<file path="src/rtl/lfsr_grant_scheduler_if.sv">
// Requester-side bus of the LFSR grant scheduler: request levels in,
// one-hot grant pulses with the delivered random word out.
interface lfsr_grant_scheduler_if #(
    parameter int NREQ = 4
);
    logic [NREQ-1:0] req;
    logic [NREQ-1:0] gnt;
    logic            rnd_valid;
    logic [15:0]     rnd_data;
    logic            period_wrap;

    modport master (
        output req,
        input  gnt, rnd_valid, rnd_data, period_wrap
    );

    modport slave (
        input  req,
        output gnt, rnd_valid, rnd_data, period_wrap
    );
endinterface

</file>
<file path="src/rtl/lfsr_grant_scheduler.sv">
// Round-robin arbiter that hands one fresh 16-bit Galois LFSR word to each
// granted requester; the LFSR advances only on a grant.
module lfsr_grant_scheduler #(
    parameter int          NREQ = 4,
    parameter logic [15:0] SEED = 16'hACE1,
    parameter logic [15:0] TAPS = 16'hB400
) (
    input  logic        CLK,
    input  logic        rstb,
    input  logic        hold,
    input  logic        seed_load,
    input  logic [15:0] seed_in,
    output logic        seed_err,
    lfsr_grant_scheduler_if.slave bus
);
    localparam int PW = (NREQ > 1) ? $clog2(NREQ) : 1;

    typedef enum logic [1:0] {RUN, HOLD, LOAD} mode_t;

    mode_t             w_mode;
    logic [15:0]       r_s;
    logic [PW-1:0]     r_ptr;
    logic [15:0]       r_cnt;
    logic [NREQ-1:0]   r_gnt;
    logic              r_valid;
    logic [15:0]       r_data;
    logic              r_wrap;
    logic              r_serr;

    logic [NREQ-1:0]   w_elig;
    logic [2*NREQ-1:0] w_dbl;
    logic [NREQ-1:0]   w_rot;
    logic              w_found;
    logic [PW:0]       w_sum;
    logic [PW-1:0]     w_win;
    logic [PW-1:0]     w_ptr_next;
    logic [15:0]       w_s_next;
    logic              w_adv;
    logic              w_last;
    logic [NREQ-1:0]   w_gnt_d;

    // Mode is decided afresh every cycle; there is no multi-cycle sequence.
    always_comb begin
        w_mode = RUN;
        if (seed_load)
            w_mode = LOAD;
        else if (hold)
            w_mode = HOLD;
    end

    // Rotate eligibility so bit 0 is the pointer position, take the first
    // set bit, then map its offset back to an absolute requester index.
    always_comb begin
        w_elig  = bus.req & ~r_gnt;
        w_dbl   = {w_elig, w_elig} >> r_ptr;
        w_rot   = w_dbl[NREQ-1:0];
        w_found = 1'b0;
        w_sum   = '0;
        for (int unsigned i = 0; i < NREQ; i++) begin
            if (!w_found && w_rot[i]) begin
                w_found = 1'b1;
                w_sum   = {1'b0, r_ptr} + (PW+1)'(i);
            end
        end
        if (w_sum >= (PW+1)'(NREQ))
            w_win = PW'(w_sum - (PW+1)'(NREQ));
        else
            w_win = PW'(w_sum);
        w_ptr_next = (w_win == PW'(NREQ - 1)) ? '0 : w_win + 1'b1;
        w_s_next   = (r_s >> 1) ^ (r_s[0] ? TAPS : '0);
    end

    always_comb begin
        w_adv   = (w_mode == RUN) && w_found;
        w_last  = (r_cnt == 16'hFFFE);
        w_gnt_d = w_adv ? (NREQ'(1) << w_win) : '0;
    end

    always_ff @(posedge CLK) begin
        if (!rstb) begin
            r_s     <= SEED;
            r_ptr   <= '0;
            r_cnt   <= '0;
            r_gnt   <= '0;
            r_valid <= 1'b0;
            r_data  <= '0;
            r_wrap  <= 1'b0;
            r_serr  <= 1'b0;
        end else begin
            r_gnt   <= w_gnt_d;
            r_valid <= w_adv;
            r_wrap  <= w_adv && w_last;
            r_serr  <= (w_mode == LOAD) && (seed_in == '0);
            if (w_mode == LOAD) begin
                r_s   <= (seed_in == '0) ? SEED : seed_in;
                r_cnt <= '0;
            end else if (w_adv) begin
                r_data <= r_s;
                r_s    <= w_s_next;
                r_ptr  <= w_ptr_next;
                r_cnt  <= w_last ? '0 : r_cnt + 16'd1;
            end
        end
    end

    assign bus.gnt         = r_gnt;
    assign bus.rnd_valid   = r_valid;
    assign bus.rnd_data    = r_data;
    assign bus.period_wrap = r_wrap;
    assign seed_err        = r_serr;
endmodule

</file>
<file path="src/flat_wrapper.sv">
// flat-port wrapper written by rule: the top's interface ports become plain ports
module lfsr_grant_scheduler_flat 
#(
    parameter int          NREQ = 4,
    parameter logic [15:0] SEED = 16'hACE1,
    parameter logic [15:0] TAPS = 16'hB400
)
  (CLK, rstb, hold, seed_load, seed_in, seed_err, bus_req, bus_gnt, bus_rnd_valid, bus_rnd_data, bus_period_wrap);
  lfsr_grant_scheduler_if #(.NREQ(NREQ)) bus_i ();
  input  logic CLK;
  input  logic rstb;
  input  logic hold;
  input  logic seed_load;
  input  logic [15:0] seed_in;
  output logic seed_err;
  input wire logic [$bits(bus_i.req)-1:0] bus_req;
  output wire logic [$bits(bus_i.gnt)-1:0] bus_gnt;
  output wire logic [$bits(bus_i.rnd_valid)-1:0] bus_rnd_valid;
  output wire logic [$bits(bus_i.rnd_data)-1:0] bus_rnd_data;
  output wire logic [$bits(bus_i.period_wrap)-1:0] bus_period_wrap;
  assign bus_i.req = bus_req;
  assign bus_gnt = bus_i.gnt;
  assign bus_rnd_valid = bus_i.rnd_valid;
  assign bus_rnd_data = bus_i.rnd_data;
  assign bus_period_wrap = bus_i.period_wrap;
  lfsr_grant_scheduler #(.NREQ(NREQ), .SEED(SEED), .TAPS(TAPS)) u_core (.CLK(CLK), .rstb(rstb), .hold(hold), .seed_load(seed_load), .seed_in(seed_in), .seed_err(seed_err), .bus(bus_i));
endmodule
</file>
<file path="config.mk">
export PLATFORM = sky130hd
export DESIGN_NAME = lfsr_grant_scheduler_flat
export DESIGN_NICKNAME = d
export VERILOG_FILES = /design/src/rtl/lfsr_grant_scheduler_if.sv /design/src/rtl/lfsr_grant_scheduler.sv /design/src/flat_wrapper.sv
export SDC_FILE = /design/constraint.sdc
export NUM_CORES = 1
export LEC_CHECK = 0
export BUFFER_PORTS_ARGS = -buffer_cell sky130_fd_sc_hd__buf_4
export CAP_MARGIN = 20
export CORE_UTILIZATION = 60
export CTS_CLUSTER_SIZE = 14
export DETAILED_ROUTE_END_ITERATION = 10
export MAX_ROUTING_LAYER = met4
export PLACE_DENSITY = 0.84
export SLEW_MARGIN = 40
export SYNTH_ARGS = -nofsm -noshare
export SYNTH_HDL_FRONTEND = slang
export SYNTH_SLANG_ARGS = --single-unit
</file>
<file path="constraint.sdc">
create_clock -name CLK -period 3.8 [get_ports CLK]
set_clock_uncertainty 0.2 [all_clocks]
set_input_delay 0.76 -clock CLK [delete_from_list [all_inputs] [get_ports CLK]]
set_output_delay 0.76 -clock CLK [all_outputs]
set_load 0.03 [all_outputs]
</file>
Word level (Yosys, flattened, before mapping)
Cells that the tools add are included.
- input bits: 24
- output and inout port bits: 23
- bits in registers: 57
- word-level logic and storage cells: 57
- $add $sub $neg: 6
- bitwise logic cells: 5
- shift operators: 2
- reductions and logical operators: 15
- muxes and demuxes: 17
- equal/unequal tests: 3
- magnitude comparators: 1
- operators by type and width (cell ; count):
    $mux W16 ; 5
    $add A16 B1 Y16 const B ; 1
    $eq A16 B16 Y1 const B ; 1
    $logic_not A16 Y1 ; 1
    $xor A15 B16 Y16 ; 1
    $mux W3 ; 3
    $mux W2 ; 4
    $shr A8 B2 Y4 ; 1
    $add A2 B2 Y3 const B ; 2
    $logic_and A1 B1 Y1 ; 6
    $mux W1 ; 5
    $and A4 B4 Y4 ; 1
    $eq A2 B2 Y1 const B ; 2
    $not A4 Y4 ; 1
    $reduce_and A2 Y1 ; 2
    $shl A1 B2 Y4 const A ; 1
    $add A2 B1 Y3 const B ; 1
    $ge A3 B3 Y1 const B ; 1
    $logic_not A1 Y1 ; 3
    $add A2 B1 Y2 const B ; 1
    $logic_not A2 Y1 ; 1
    $not A1 Y1 ; 2
    $reduce_bool A2 Y1 ; 1
    $reduce_or A2 Y1 ; 1
    $sub A2 B1 Y2 const B ; 1

Longest topological paths before layout
Gate-level depths: netlist of the first run.
- depth after elaboration: 17
- depth in mapped cells: 7

Least setup slack after synthesis of the first run
OpenSTA, ideal clock, no wires.
- path type: input to register
- from: in bus_req[0]
- to: reg u_core.r_ptr[0]
- path slack: 1.518 ns
- setup time: 0.119 ns
- cell stages on the path: 6
- path buffers: 2
- arrival: 1.963 ns
- path through: nor2b_1 -> clkbuf_1 -> o41a_1 -> buf_1 -> nand2_1 -> o221a_2
- word-level cells in the longest chain between the ends: 16
- elaborated cells between the ends (all ways): 24
- RTL lines (element ; line ; text):
    start: declaration ; flat_wrapper.sv:16 ; input wire logic [$bits(bus_i.req)-1:0] bus_req;
    $and A4 B4 Y4 * ; lfsr_grant_scheduler.sv:54 ; w_elig = bus.req & ~r_gnt;
    $shr A8 B2 Y4 * ; lfsr_grant_scheduler.sv:55 ; w_dbl = {w_elig, w_elig} >> r_ptr;
    $mux W1 ; lfsr_grant_scheduler.sv:60 ; if (!w_found && w_rot[i]) begin
    $logic_not A1 Y1 ; lfsr_grant_scheduler.sv:60 ;
    $logic_and A1 B1 Y1 ; lfsr_grant_scheduler.sv:60 ;
    $mux W1 ; lfsr_grant_scheduler.sv:60 ;
    $logic_not A1 Y1 ; lfsr_grant_scheduler.sv:60 ;
    $logic_and A1 B1 Y1 ; lfsr_grant_scheduler.sv:60 ;
    $mux W1 ; lfsr_grant_scheduler.sv:60 ;
    $logic_not A1 Y1 ; lfsr_grant_scheduler.sv:60 ;
    $logic_and A1 B1 Y1 ; lfsr_grant_scheduler.sv:60 ;
    $mux W3 ; lfsr_grant_scheduler.sv:60 ;
    $ge A3 B3 Y1 or $sub A2 B1 Y2 (tied branches) ; lfsr_grant_scheduler.sv:65, lfsr_grant_scheduler.sv:66 ;
    $mux W2 ; lfsr_grant_scheduler.sv:65 ; if (w_sum >= (PW+1)'(NREQ))
    $add A2 B1 Y2 or $eq A2 B2 Y1 (tied branches) ; lfsr_grant_scheduler.sv:69 ; w_ptr_next = (w_win == PW'(NREQ - 1)) ? '0 : w_win + 1'b1;
    $mux W2 ; lfsr_grant_scheduler.sv:69 ;
    end signal: assignment ; lfsr_grant_scheduler.sv:100 ; r_ptr <= w_ptr_next;
    end: declaration ; lfsr_grant_scheduler.sv:22 ; logic [PW-1:0] r_ptr;
Mark *: on every way between the ends. The rest lies on a longest branch, timed or not.
A chain may end at the register's enable or synchronous reset.

Final worst setup path of the first run
- from: in bus_req[3]
- to: reg u_core.r_ptr[0]
Same word-level chain as after synthesis.

==> results.md, run 1 <==
- Core footprint: 4320 µm²
- First-pass GRT wire length: 10000 µm
- Largest net degree at the start of global routing: 32
- Postcts setup bufs: 0
- Crit Path Category: primary input to flip-flop
- Hold EP: u_core.bus.rnd_data[4]$_SDFFE_PN0P_
- WHS Path Cells: 2
- Clock Latency Late Sink: 0.33 ns
- Peak Freq: 0.419 GHz
- Critical path's largest stage delay: 0.49 ns
- Psw: 0.355 mW
- Drt wl/cell: 13.9 µm
- Die W: 69.0 µm
- Antenna violations before repair: 0
- Fin nets: 388
- Startpoint Class: primary input
- Worst hold slack: 0.258 ns
- PwrDens: 433 nW/µm²
- Post-Place Cell Area: 3050 µm²
- Worst-Margin Slew: 0.779 ns
- Fin Setup TNS: 0 ns
- Min Tclk post-route: 2.38 ns
- Antenna-violating nets left: 0
- Synth-to-layout area growth: 20.9%
- # rows: 24
- H-tree Lvls: 3
- Register area share after synthesis: 42.3%
- Crit-path slowest cell: nor2b_1
- Top cell type's share of synthesized area: 42.3%
- Clock power share: 41.5%
- PostCTS Resize Cnt: 0
- Final period utilization: 62.7%
- Buffers on Ports: 46
- Total Routing Usage GR: 27.0%
- Top cells by area, synth: dfxtp_1 42%, nand2_1 9.3%, a21boi_0 4.7%, mux2i_1 4.1%, xnor2_1 3.9%
- RSZ-0062 raised after global routing: false
- Worst flop-to-flop path endpoint: u_core.r_ptr[0]$_SDFFE_PN0P_
- Reg area: 1140 µm²
- CP dominant cell by count: buf_4
- Clk buf depth: 2
- Final routed DRC violation total: 0
- Switching portion of total power: 25.1%
- Synth Warn #: 0
- Share of layout cells above drive strength 1: 20.7%
- Ys flop type: dfxtp_1
- Gr ovfl total: 0
- Slew Viols, Final: 0
- Die Span Y: 69.0 µm
- RR Startpoint: u_core.bus.gnt[1]$_SDFF_PP0_
- Ports: 47
- Hold_buf cts: 0
- Gpl congestion: 0.856
- Async set-reset flop share out of synthesis: 0%
- Final Hold Fails: 0
- CTS tree: built
- Setup-failing EPs final: 0
- DRT Pass-1 Iters: 4
- Worst endpoint data arrival time: 2.41 ns
- CTS root buffer: clkbuf_8
- Netlist Area Pre-Place: 2700 µm²
- Synth area leader: dfxtp_1
- Via-to-Cell Ratio: 5.62
- Flop pwr share: 45.5%
- CP Capture Type: flip-flop
- Lkg Pwr: 1.30 nW
- Setup slack, reg-to-reg: 1.54 ns
- Min-delay src: u_core.bus.rnd_data[4]$_SDFFE_PN0P_
- Comb power frac: 12.9%
- TritonCTS Buffers: 9
- Yosys reg bits: 57
- Mapped Avg Cell Area: 8.37 µm²
- Fin util: 75.4%
- HP Class: flip-flop to flip-flop
- Reg clk slew, reported paths: 0.06 ns
- Outcome: completed
- # clock sinks: 57
- Gate Count Post-Synth: 322
- Internal power: 1.06 mW
- Dpl hpwl: 3930 µm
- Total power: 1.41 mW
- Slew Limit Headroom: 47.5%
- Worst EP required: 3.83 ns
- Routed vias: 2353
- Multi-input logic area: 1460 µm²
- Max VDD drop: 298 µV
- Final WL: 5830 µm
- Fin area: 3260 µm²
- Max_cap viols: 0
- # diodes: 0
- CP cell instances: buf_4 > nor2b_1 > o41a_1 > buf_4 > nand2_1 > o221a_2
- FF-to-FF path depth: 6
- Library cells used by synthesis: 44
- Die area: 4770 µm²
- Fill cell total of the finished layout: 334
- Vias in the first global route: 2246
- EDFF count, synth: 0
- Worst-path fanout max: 13
- DRT iter0 DRCs: 163
- Syn Nets: 348
- Starting density of the core: 62.4%
[layout make-up]
cell class / count / share of cell area [%]
Clock buffer: 14 / 5.30
Clock inverter: 2 / 1.07
Inverter: 6 / 0.691
Multi-Input combinational cell: 240 / 44.9
Sequential cell: 57 / 35.0
Tap cell: 52 / 2.00
Timing Repair Buffer: 48 / 11.1
[through the flow]
step | instances | setup slack [ns]
after floorplan | 322 | 1.52
after global placement | 403 | 1.12
after detailed placement | 403 | 1.08
after CTS | 419 | 1.41
after global routing | 419 | 1.24
final | 419 | 1.42
[critical path, delay by kind of cell]
| family | cells | cell delay, ns |
|---|---|---|
| AOI/OAI and AO/OA | 2 | 0.73 |
| and+or+nand+nor | 2 | 0.56 |
| buffers and inverters | 2 | 0.35 |
[how the worst max path moves through the flow]
| stage | from | end | slack (ns) | cells after the start |
|---|---|---|---|---|
| floorplan | bus_req[0] | u_core.r_ptr[0]$_SDFFE_PN0P_ | 1.52 | 6 |
| global placement | bus_req[0] | u_core.r_ptr[0]$_SDFFE_PN0P_ | 1.12 | 6 |
| detailed placement | bus_req[3] | u_core.r_ptr[0]$_SDFFE_PN0P_ | 1.08 | 6 |
| CTS | bus_req[3] | u_core.r_ptr[0]$_SDFFE_PN0P_ | 1.41 | 6 |
| global route | bus_req[3] | u_core.r_ptr[0]$_SDFFE_PN0P_ | 1.24 | 6 |
| finish | bus_req[3] | u_core.r_ptr[0]$_SDFFE_PN0P_ | 1.42 | 6 |
[flip-flops by register name, summed over array words and instances (netlist names)]
signal	cells
u_core.bus.rnd_valid	1
u_core.r_cnt	16
u_core.bus.rnd_data	16
u_core.bus.period_wrap	1
u_core.seed_err	1
u_core.bus.gnt	4
u_core.r_s	16
u_core.r_ptr	2
[cell families (layout without fill, tap and decap cells)]
kind of cell / count (synthesis) / in the layout / synth area share (%)
AND/OR/NAND/NOR: 147 / 147 / 25.5
flip-flops: 57 / 57 / 42.3
AO/OA/AOI/OAI: 55 / 55 / 14.6
buffers and inverters: 25 / 70 / 3.90
adder cells (fa/ha/maj): 2 / 2 / 0.928
XOR/XNOR: 19 / 19 / 6.17
multiplexers: 17 / 17 / 6.59
[power groups by stage]
stage	Clock (mW)	Combinational, mW	Sequential [mW]
after floorplan	0	0.111	0.667
after CTS	0.592	0.183	0.643
after global routing	0.622	0.200	0.646
final	0.587	0.183	0.643
after detailed placement	0	0.180	0.656
after global placement	0	0.177	0.655
[synth_stat cells, types with 2 or more instances]
| cell | count |
|---|---|
| inv_1 | 6 |
| o211a_1 | 2 |
| xnor2_1 | 12 |
| xor2_1 | 7 |
| nand3_1 | 8 |
| buf_2 | 3 |
| dfxtp_1 | 57 |
| clkbuf_1 | 14 |
| nor3_1 | 8 |
| o21ai_0 | 7 |
| and2_1 | 7 |
| or4_1 | 2 |
| nor2b_1 | 7 |
| nand2_1 | 67 |
| nand2b_1 | 6 |
| mux2i_1 | 11 |
| a21oi_1 | 14 |
| nand4_1 | 4 |
| nor2_1 | 26 |
| mux2_2 | 6 |
| a21boi_0 | 17 |
| ha_1 | 2 |
| o211ai_1 | 4 |
| nor4_1 | 5 |
[layout by cell type (no fill, tap or decap), drive strengths merged, types with 7 or more instances in the layout]
master  instances
a21boi         17
a21oi          14
and2            7
buf            48
clkbuf         14
dfxtp          57
mux2i          11
nand2          67
nand3           8
nor2           26
nor2b           7
nor3            8
o21ai           8
xnor2          12
xor2            7
[per-layer routing]
layer	track usage (%)	wire (µm)
met1	32.9	2600
met5	-	0
met4	10.9	83
met3	7.75	358
met2	42.0	2780
(Power assumes the default switching activity.)
==> run 2: changes to the inputs <==
--- a/config.mk
+++ b/config.mk
@@ -7,11 +7,11 @@
 export LEC_CHECK = 0
 export BUFFER_PORTS_ARGS = -buffer_cell sky130_fd_sc_hd__buf_4
 export CAP_MARGIN = 20
-export CORE_UTILIZATION = 60
+export CORE_UTILIZATION = 55
 export CTS_CLUSTER_SIZE = 14
 export DETAILED_ROUTE_END_ITERATION = 10
 export MAX_ROUTING_LAYER = met4
-export PLACE_DENSITY = 0.84
+export PLACE_DENSITY = 0.78
 export SLEW_MARGIN = 40
 export SYNTH_ARGS = -nofsm -noshare
 export SYNTH_HDL_FRONTEND = slang
==> constraint.sdc (replaced) <==
create_clock -name CLK -period 2.4 [get_ports CLK]
set_clock_uncertainty 0.2 [all_clocks]
set_input_delay 0.48 -clock CLK [delete_from_list [all_inputs] [get_ports CLK]]
set_output_delay 0.48 -clock CLK [all_outputs]
set_load 0.03 [all_outputs]
==> run 2 against run 1 <==
First-iteration DRC count down 1.8%; register-to-register slack worse by 1.3 ns; combinational power up 64%; total power up 59%; flip-flop and latch count unchanged; critical path type is now flip-flop to flip-flop; largest cell class unchanged.
==> results.md, run 2 (synthesis results as in run 1) <==
- Fin area: 3350 µm² (was 3260 µm²)
- Gr ovfl total: 0 (unchanged)
- Lkg Pwr: 1.34 nW (was 1.30 nW)
- Switching portion of total power: 25.1% (about the same)
- DRT iter0 DRCs: 160 (was 163)
- CP Capture Type: flip-flop (unchanged)
- Hold_buf cts: 0 (unchanged)
- DRT Pass-1 Iters: 5 (was 4)
- Fin cells: 442 (was 419)
- Clock Latency Late Sink: 0.33 ns (about the same)
- CTS tree: built (unchanged)
- Placed Cells: 426 (was 403)
- Psw: 0.565 mW (was 0.355 mW)
- TritonCTS Buffers: 9 (unchanged)
- PwrDens: 672 nW/µm² (was 433 nW/µm²)
- Postcts setup bufs: 0 (unchanged)
- Ports: 47 (unchanged)
- Die Span Y: 72.0 µm (was 69.0 µm)
- Pre-CTS worst setup slack: 0.207 ns (was 1.08 ns)
- Fin nets: 396 (was 388)
- Outcome: completed (unchanged)
- Comb power frac: 13.4% (was 12.9%)
- Total power: 2.25 mW (was 1.41 mW)
- Final period utilization: 91.2%
- Crit-path slowest cell: or3_1 (was nor2b_1)
- Final routed DRC violation total: 0 (unchanged)
- Startpoint Class: flip-flop (was primary input)
- Buffers on Ports: 46 (unchanged)
- # diodes: 0 (unchanged)
- Antenna-violating nets left: 0 (unchanged)
- Setup slack, reg-to-reg: 0.21 ns (was 1.54 ns)
- Final WL: 5940 µm (was 5830 µm)
- Worst EP required: 2.40 ns (was 3.83 ns)
- Setup-failing EPs final: 0 (unchanged)
- Drt wl/cell: 13.4 µm (was 13.9 µm)
- Gpl congestion: 0.867 (was 0.856)
- PostCTS Resize Cnt: 0 (unchanged)
- Commonest non-fill, non-tap cell in the layout: nand2_1 (unchanged)
- Internal power: 1.68 mW (was 1.06 mW)
- Slew Limit Headroom: 59.5% (was 47.5%)
- Fin util: 70.8% (was 75.4%)
- Min Tclk post-route: 2.19 ns
- RSZ-0062 raised after global routing: false (unchanged)
- CP cell instances: nand4_2 > or3_1 > or3_4 > o21ai_4 > nor2_1 (was buf_4 > nor2b_1 > o41a_1 > buf_4 > nand2_1 > o221a_2)
- Post-Place Cell Area: 3140 µm² (was 3050 µm²)
- Crit Path Category: flip-flop to flip-flop (was primary input to flip-flop)
- Critical path's largest stage delay: 0.42 ns (was 0.49 ns)
- Antenna violations before repair: 0 (unchanged)
- Core footprint: 4720 µm² (was 4320 µm²)
- Worst hold slack: 0.164 ns (was 0.258 ns)
- Total Routing Usage GR: 26.3% (was 27.0%)
- Peak Freq: 0.457 GHz
- Vias in the first global route: 2226 (was 2246)
- HP Class: primary input to flip-flop (was flip-flop to flip-flop)
- Commonest non-fill, non-tap cells in the layout: 67 x nand2_1, 57 x dfxtp_1, 55 x buf_4 (was 67 x nand2_1, 57 x dfxtp_1, 48 x buf_4)
- Clk buf depth: 2 (unchanged)
- Worst-path fanout max: 15 (was 13)
- Reg clk slew, reported paths: 0.07 ns (was 0.06 ns)
- # rows: 25 (was 24)
- Synth-to-layout area growth: 24.1% (was 20.9%)
- FF-to-FF path depth: 5 (was 6)
- Starting density of the core: 57.1% (was 62.4%)
- Largest net degree at the start of global routing: 32 (unchanged)
- Share of layout cells above drive strength 1: 22.1% (was 20.7%)
- Max_cap viols: 0 (unchanged)
- Flop pwr share: 45.3% (was 45.5%)
- Via-to-Cell Ratio: 5.22 (was 5.62)
- Slew Viols, Final: 0 (unchanged)
- CTS root buffer: clkbuf_8 (unchanged)
- Fin Setup TNS: 0 ns (unchanged)
- RR Startpoint: u_core.r_cnt[6]$_SDFFE_PP0N_ (was u_core.bus.gnt[1]$_SDFF_PP0_)
- Max VDD drop: 596 µV (was 298 µV)
- Dpl hpwl: 4100 µm (was 3930 µm)
- Worst-Margin Slew: 0.606 ns (was 0.779 ns)
- Clock power share: 41.4% (was 41.5%)
- Crit path from: u_core.r_cnt[6]$_SDFFE_PP0N_ (was bus_req[3])
- Post-route setup slack: 0.210 ns (was 1.42 ns)
- Routed vias: 2307 (was 2353)
- Die W: 72.0 µm (was 69.0 µm)
- CP endpoint: u_core.r_cnt[12]$_SDFFE_PP0N_ (was u_core.r_ptr[0]$_SDFFE_PN0P_)
- Die area: 5190 µm² (was 4770 µm²)
- # clock sinks: 57 (unchanged)
- Worst endpoint data arrival time: 2.19 ns (was 2.41 ns)
- First-pass GRT wire length: 10100 µm (was 10000 µm)
- H-tree Lvls: 3 (unchanged)
- Final Hold Fails: 0 (unchanged)
- Worst flop-to-flop path endpoint: u_core.r_cnt[12]$_SDFFE_PP0N_ (was u_core.r_ptr[0]$_SDFFE_PN0P_)
==> run 2: how the worst min path moves through the flow <==
stage,startpoint,depth (start not counted),endpoint
floorplan,u_core.r_s[6]$_SDFFE_PN1P_,2,u_core.bus.rnd_data[6]$_SDFFE_PN0P_
global placement,u_core.bus.rnd_data[0]$_SDFFE_PN0P_,2,u_core.bus.rnd_data[0]$_SDFFE_PN0P_
detailed placement,u_core.bus.rnd_data[0]$_SDFFE_PN0P_,2,u_core.bus.rnd_data[0]$_SDFFE_PN0P_
CTS,seed_in[5],3,u_core.r_s[5]$_SDFFE_PN1P_
global route,seed_in[0],3,u_core.r_s[0]$_SDFFE_PN1P_
finish,seed_in[5],3,u_core.r_s[5]$_SDFFE_PN1P_
==> run 2: worst max-delay path, delay by kind of cell, from the launching register on <==
family,cells,cell delay [ns]
compound gates,1,0.35
flops,1,0.41
simple gates,4,1.10
==> run 2: final cells by class <==
| cell class | count | area [µm²] |
|---|---|---|
| clock buffer | 14 | 173 |
| clock inverter | 2 | 35.0 |
| multi-input combinational | 240 | 1460 |
| sequential | 57 | 1140 |
| tap | 67 | 83.8 |
| inverter | 6 | 22.5 |
| timing repair buffer | 56 | 433 |
| fill | 392 | 1380 |
==> run 2: per-layer routing <==
| layer | track usage (%) | vias to the layer above | routed length [µm] |
|---|---|---|---|
| li1 | - | 1193 | - |
| met1 | 30.1 | 1040 | 2690 |
| met2 | 43.2 | 66 | 2910 |
| met3 | 6.39 | 8 | 248 |
| met4 | 12.6 | 0 | 93 |
| met5 | - | - | 0 |
==> run 2: power groups by stage <==
stage                     clock network, mW  logic, mW  registers [mW]
after floorplan                           0      0.175            1.06
after CTS                             0.944      0.302            1.02
after detailed placement                  0      0.299            1.04
after global placement                    0      0.294            1.04
after global routing                  0.988      0.329            1.02
final                                 0.930      0.301            1.02
==> run 3: changes to the inputs <==
--- a/config.mk
+++ b/config.mk
@@ -5,9 +5,13 @@
 export SDC_FILE = /design/constraint.sdc
 export NUM_CORES = 1
 export LEC_CHECK = 0
+export ABC_AREA = 1
 export BUFFER_PORTS_ARGS = -buffer_cell sky130_fd_sc_hd__buf_4
 export CAP_MARGIN = 20
-export CORE_UTILIZATION = 55
+export CELL_PAD_IN_SITES_DETAIL_PLACEMENT = 1
+export CELL_PAD_IN_SITES_GLOBAL_PLACEMENT = 2
+export CORE_MARGIN = 8
+export CORE_UTILIZATION = 31
 export CTS_CLUSTER_SIZE = 14
 export DETAILED_ROUTE_END_ITERATION = 10
 export MAX_ROUTING_LAYER = met4
==> run 3 against run 2 <==
Synthesized cell count grew 26%; flip-flop and latch count is the same; global-route usage shrank 12 points; critical path depth grew 8; sequential share of layout area shrank 1.1 points; worst setup slack gained 0.037 ns; final cell count grew 28%; clock power shrank 12%; critical path type unchanged; critical endpoint is now u_core.r_s[12]$_SDFFE_PN0P_.
==> results.md, run 3 <==
- Switching portion of total power: 32.9% (was 25.1%)
- # clock sinks: 57 (unchanged)
- Antenna-violating nets left: 0 (unchanged)
- H-tree Lvls: 3 (unchanged)
- Ys flop type: dfxtp_1 (unchanged)
- Synth area leader: dfxtp_1 (unchanged)
- Largest net degree at the start of global routing: 47 (was 32)
- Routed vias: 2745 (was 2307)
- Outcome: completed (unchanged)
- Startpoint Class: flip-flop (unchanged)
- Die Span Y: 112 µm (was 72.0 µm)
- Commonest non-fill, non-tap cells in the layout: 116 x nand2_1, 57 x dfxtp_1, 49 x buf_4 (was 67 x nand2_1, 57 x dfxtp_1, 55 x buf_4)
- Max_cap viols: 0 (unchanged)
- Min Tclk post-route: 2.15 ns (was 2.19 ns)
- Ports: 47 (unchanged)
- PostCTS Resize Cnt: 0 (unchanged)
- Core footprint: 9060 µm² (was 4720 µm²)
- Dpl hpwl: 6150 µm (was 4100 µm)
- Lkg Pwr: 1.46 nW (was 1.34 nW)
- Reg clk slew, reported paths: 0.07 ns (about the same)
- Buffers on Ports: 46 (unchanged)
- Min-delay src: seed_in[7] (was seed_in[5])
- First-pass GRT wire length: 13800 µm (was 10100 µm)
- Crit Path Category: flip-flop to flip-flop (unchanged)
- Flop pwr share: 45.0% (was 45.3%)
- CP Capture Type: flip-flop (unchanged)
- Top cells by area, synth: dfxtp_1 40%, nand2_1 15%, a21oi_1 6.9%, nand3_1 6.2%, nor2_1 4.9% (was dfxtp_1 42%, nand2_1 9.3%, a21boi_0 4.7%, mux2i_1 4.1%, xnor2_1 3.9%)
- Postcts setup bufs: 0 (unchanged)
- HP Class: primary input to flip-flop (unchanged)
- Slew Limit Headroom: 75.0% (was 59.5%)
- Clk buf depth: 2 (unchanged)
- Fill cell total of the finished layout: 1152 (was 392)
- Library cells used by synthesis: 35 (was 44)
- Final Hold Fails: 0 (unchanged)
- Worst-Margin Slew: 0.372 ns (was 0.606 ns)
- Hold_buf cts: 0 (unchanged)
- Total Routing Usage GR: 13.8% (was 26.3%)
- DRT iter0 DRCs: 99 (was 160)
- Gpl congestion: 0.855 (was 0.867)
- Die area: 12500 µm² (was 5190 µm²)
- Peak Freq: 0.464 GHz (was 0.457 GHz)
- Die W: 112 µm (was 72.0 µm)
- Reg area: 1140 µm² (unchanged)
- Clock Latency Late Sink: 0.34 ns (was 0.33 ns)
- CTS tree: built (unchanged)
- Fin Setup TNS: 0 ns (unchanged)
- Register area share after synthesis: 40.1% (was 42.3%)
- Top cells by count, synth: 116 x nand2_1, 57 x dfxtp_1, 39 x a21oi_1, 37 x nor2_1, 35 x nand3_1 (was 67 x nand2_1, 57 x dfxtp_1, 26 x nor2_1, 17 x a21boi_0)
- Fin nets: 477 (was 396)
- Final routed DRC violation total: 0 (unchanged)
- Worst EP required: 2.48 ns (was 2.40 ns)
- Clock power share: 36.0% (was 41.4%)
- # rows: 35 (was 25)
- Worst endpoint data arrival time: 2.24 ns (was 2.19 ns)
- Crit path from: u_core.r_ptr[0]$_SDFFE_PN0P_ (was u_core.r_cnt[6]$_SDFFE_PP0N_)
- Slew Viols, Final: 0 (unchanged)
- DRT Pass-1 Iters: 4 (was 5)
- Max VDD drop: 302 µV (was 596 µV)
- Synth-to-layout area growth: 21.5% (was 24.1%)
- Final period utilization: 89.7% (was 91.2%)
- Synth Warn #: 0 (unchanged)
- Fin area: 3460 µm² (was 3350 µm²)
- Via-to-Cell Ratio: 4.84 (was 5.22)
- Async set-reset flop share out of synthesis: 0% (unchanged)
- Yosys reg bits: 57 (unchanged)
- TritonCTS Buffers: 9 (unchanged)
- # diodes: 0 (unchanged)
- Antenna violations before repair: 0 (unchanged)
- Netlist Area Pre-Place: 2850 µm² (was 2700 µm²)
- EDFF count, synth: 0 (unchanged)
- CTS root buffer: clkbuf_8 (unchanged)
- Gr ovfl total: 0 (unchanged)
- RR Startpoint: u_core.r_ptr[0]$_SDFFE_PN0P_ (was u_core.r_cnt[6]$_SDFFE_PP0N_)
- Comb power frac: 18.9% (was 13.4%)
- Drt wl/cell: 14.3 µm (was 13.4 µm)
- Multi-input logic area: 1460 µm² (unchanged)
- RSZ-0062 raised after global routing: false (unchanged)
- Mapped Avg Cell Area: 7.03 µm² (was 8.37 µm²)
- Commonest non-fill, non-tap cell in the layout: nand2_1 (unchanged)
- Fin util: 38.2% (was 70.8%)
- Syn Nets: 431 (was 348)
- Starting density of the core: 31.4% (was 57.1%)
- Psw: 0.749 mW (was 0.565 mW)
- Vias in the first global route: 2855 (was 2226)
- Share of layout cells above drive strength 1: 18.4% (was 22.1%)
- Top cell type's share of synthesized area: 40.1% (was 42.3%)
- Internal power: 1.53 mW (was 1.68 mW)
- Gate Count Post-Synth: 405 (was 322)
- Final WL: 8130 µm (was 5940 µm)
- Post-Place Cell Area: 3280 µm² (was 3140 µm²)
- PwrDens: 658 nW/µm² (was 672 nW/µm²)
- Setup-failing EPs final: 0 (unchanged)
- Worst-path fanout max: 46 (was 15)
- Most frequent cell after synthesis: nand2_1 (unchanged)
==> run 3: final cells by class <==
class | instances | area share (%)
Clock buffer | 9 | 3.58
Clock inverter | 7 | 1.59
Inverter | 35 | 3.87
Multi-Input combinational cell | 297 | 42.1
Sequential cell | 57 | 33.0
Tap cell | 111 | 4.02
Timing Repair Buffer | 51 | 11.8
==> run 3: kinds of logic (layout without fill, tap and decap cells) <==
group	after synthesis	in the layout	synth area share, %
AOI/OAI and AO/OA	61	61	11.5
xor gates and xnor gates	11	11	3.38
adders and majority gates	2	2	0.879
buffers and inverters	51	102	8.70
DFF	57	57	40.1
and+or+nand+nor	223	223	35.4
==> run 3: worst paths after layout <==
| path | to | depth (start not counted) | slack [ns] |
|---|---|---|---|
| setup / recovery | u_core.r_s[12]$_SDFFE_PN0P_ | 13 | 0.25 |
| hold / removal | u_core.r_s[7]$_SDFFE_PN1P_ | 3 | 0.18 |
| setup reg to reg | u_core.r_s[12]$_SDFFE_PN0P_ | 13 | 0.25 |
| hold reg to reg | u_core.r_s[15]$_SDFFE_PN1P_ | 2 | 0.27 |
==> run 3: layer usage <==
metal  global-route usage [%]  vias up  share of wire (%)
met4                     5.56        0                1.9
met2                     21.6       44                 45
met3                     3.14       11                2.8
li1                         -     1419                  -
met5                        -        -                  0
met1                     16.9     1271                 50
==> run 3: power by group through the flow <==
stage               registers [mW]  logic, mW  clock network, mW
floorplan                     1.08      0.266                  0
global placement              1.05      0.430                  0
detailed placement            1.05      0.434                  0
CTS                           1.03      0.437              0.860
global route                  1.03      0.481              0.901
finish                        1.02      0.431              0.820
==> run 3: worst max-delay path: stages, from the launching register on <==
cell and delay (ns):
dfxtp_1 0.51, inv_4 0.09, nand3_2 0.09, nand2_1 0.09, nand2_1 0.07, nand2_1 0.10, nor2_4 0.15, nand2_4 0.08
nand2_4 0.08, buf_12 0.23, nand2_2 0.10, inv_2 0.13, nor2_1 0.06, nor2_1 0.09
==> run 3: per-stage QoR <==
step                total power [mW]  hold slack (ns)  setup WS (ns)  instances
finish                          2.28            0.183          0.247        567
global route                    2.41            0.180         0.0640        567
CTS                             2.32            0.171          0.239        567
detailed placement              1.48            0.249          0.213        551
global placement                1.48            0.250          0.250        551
floorplan                       1.34            0.232          0.503        405
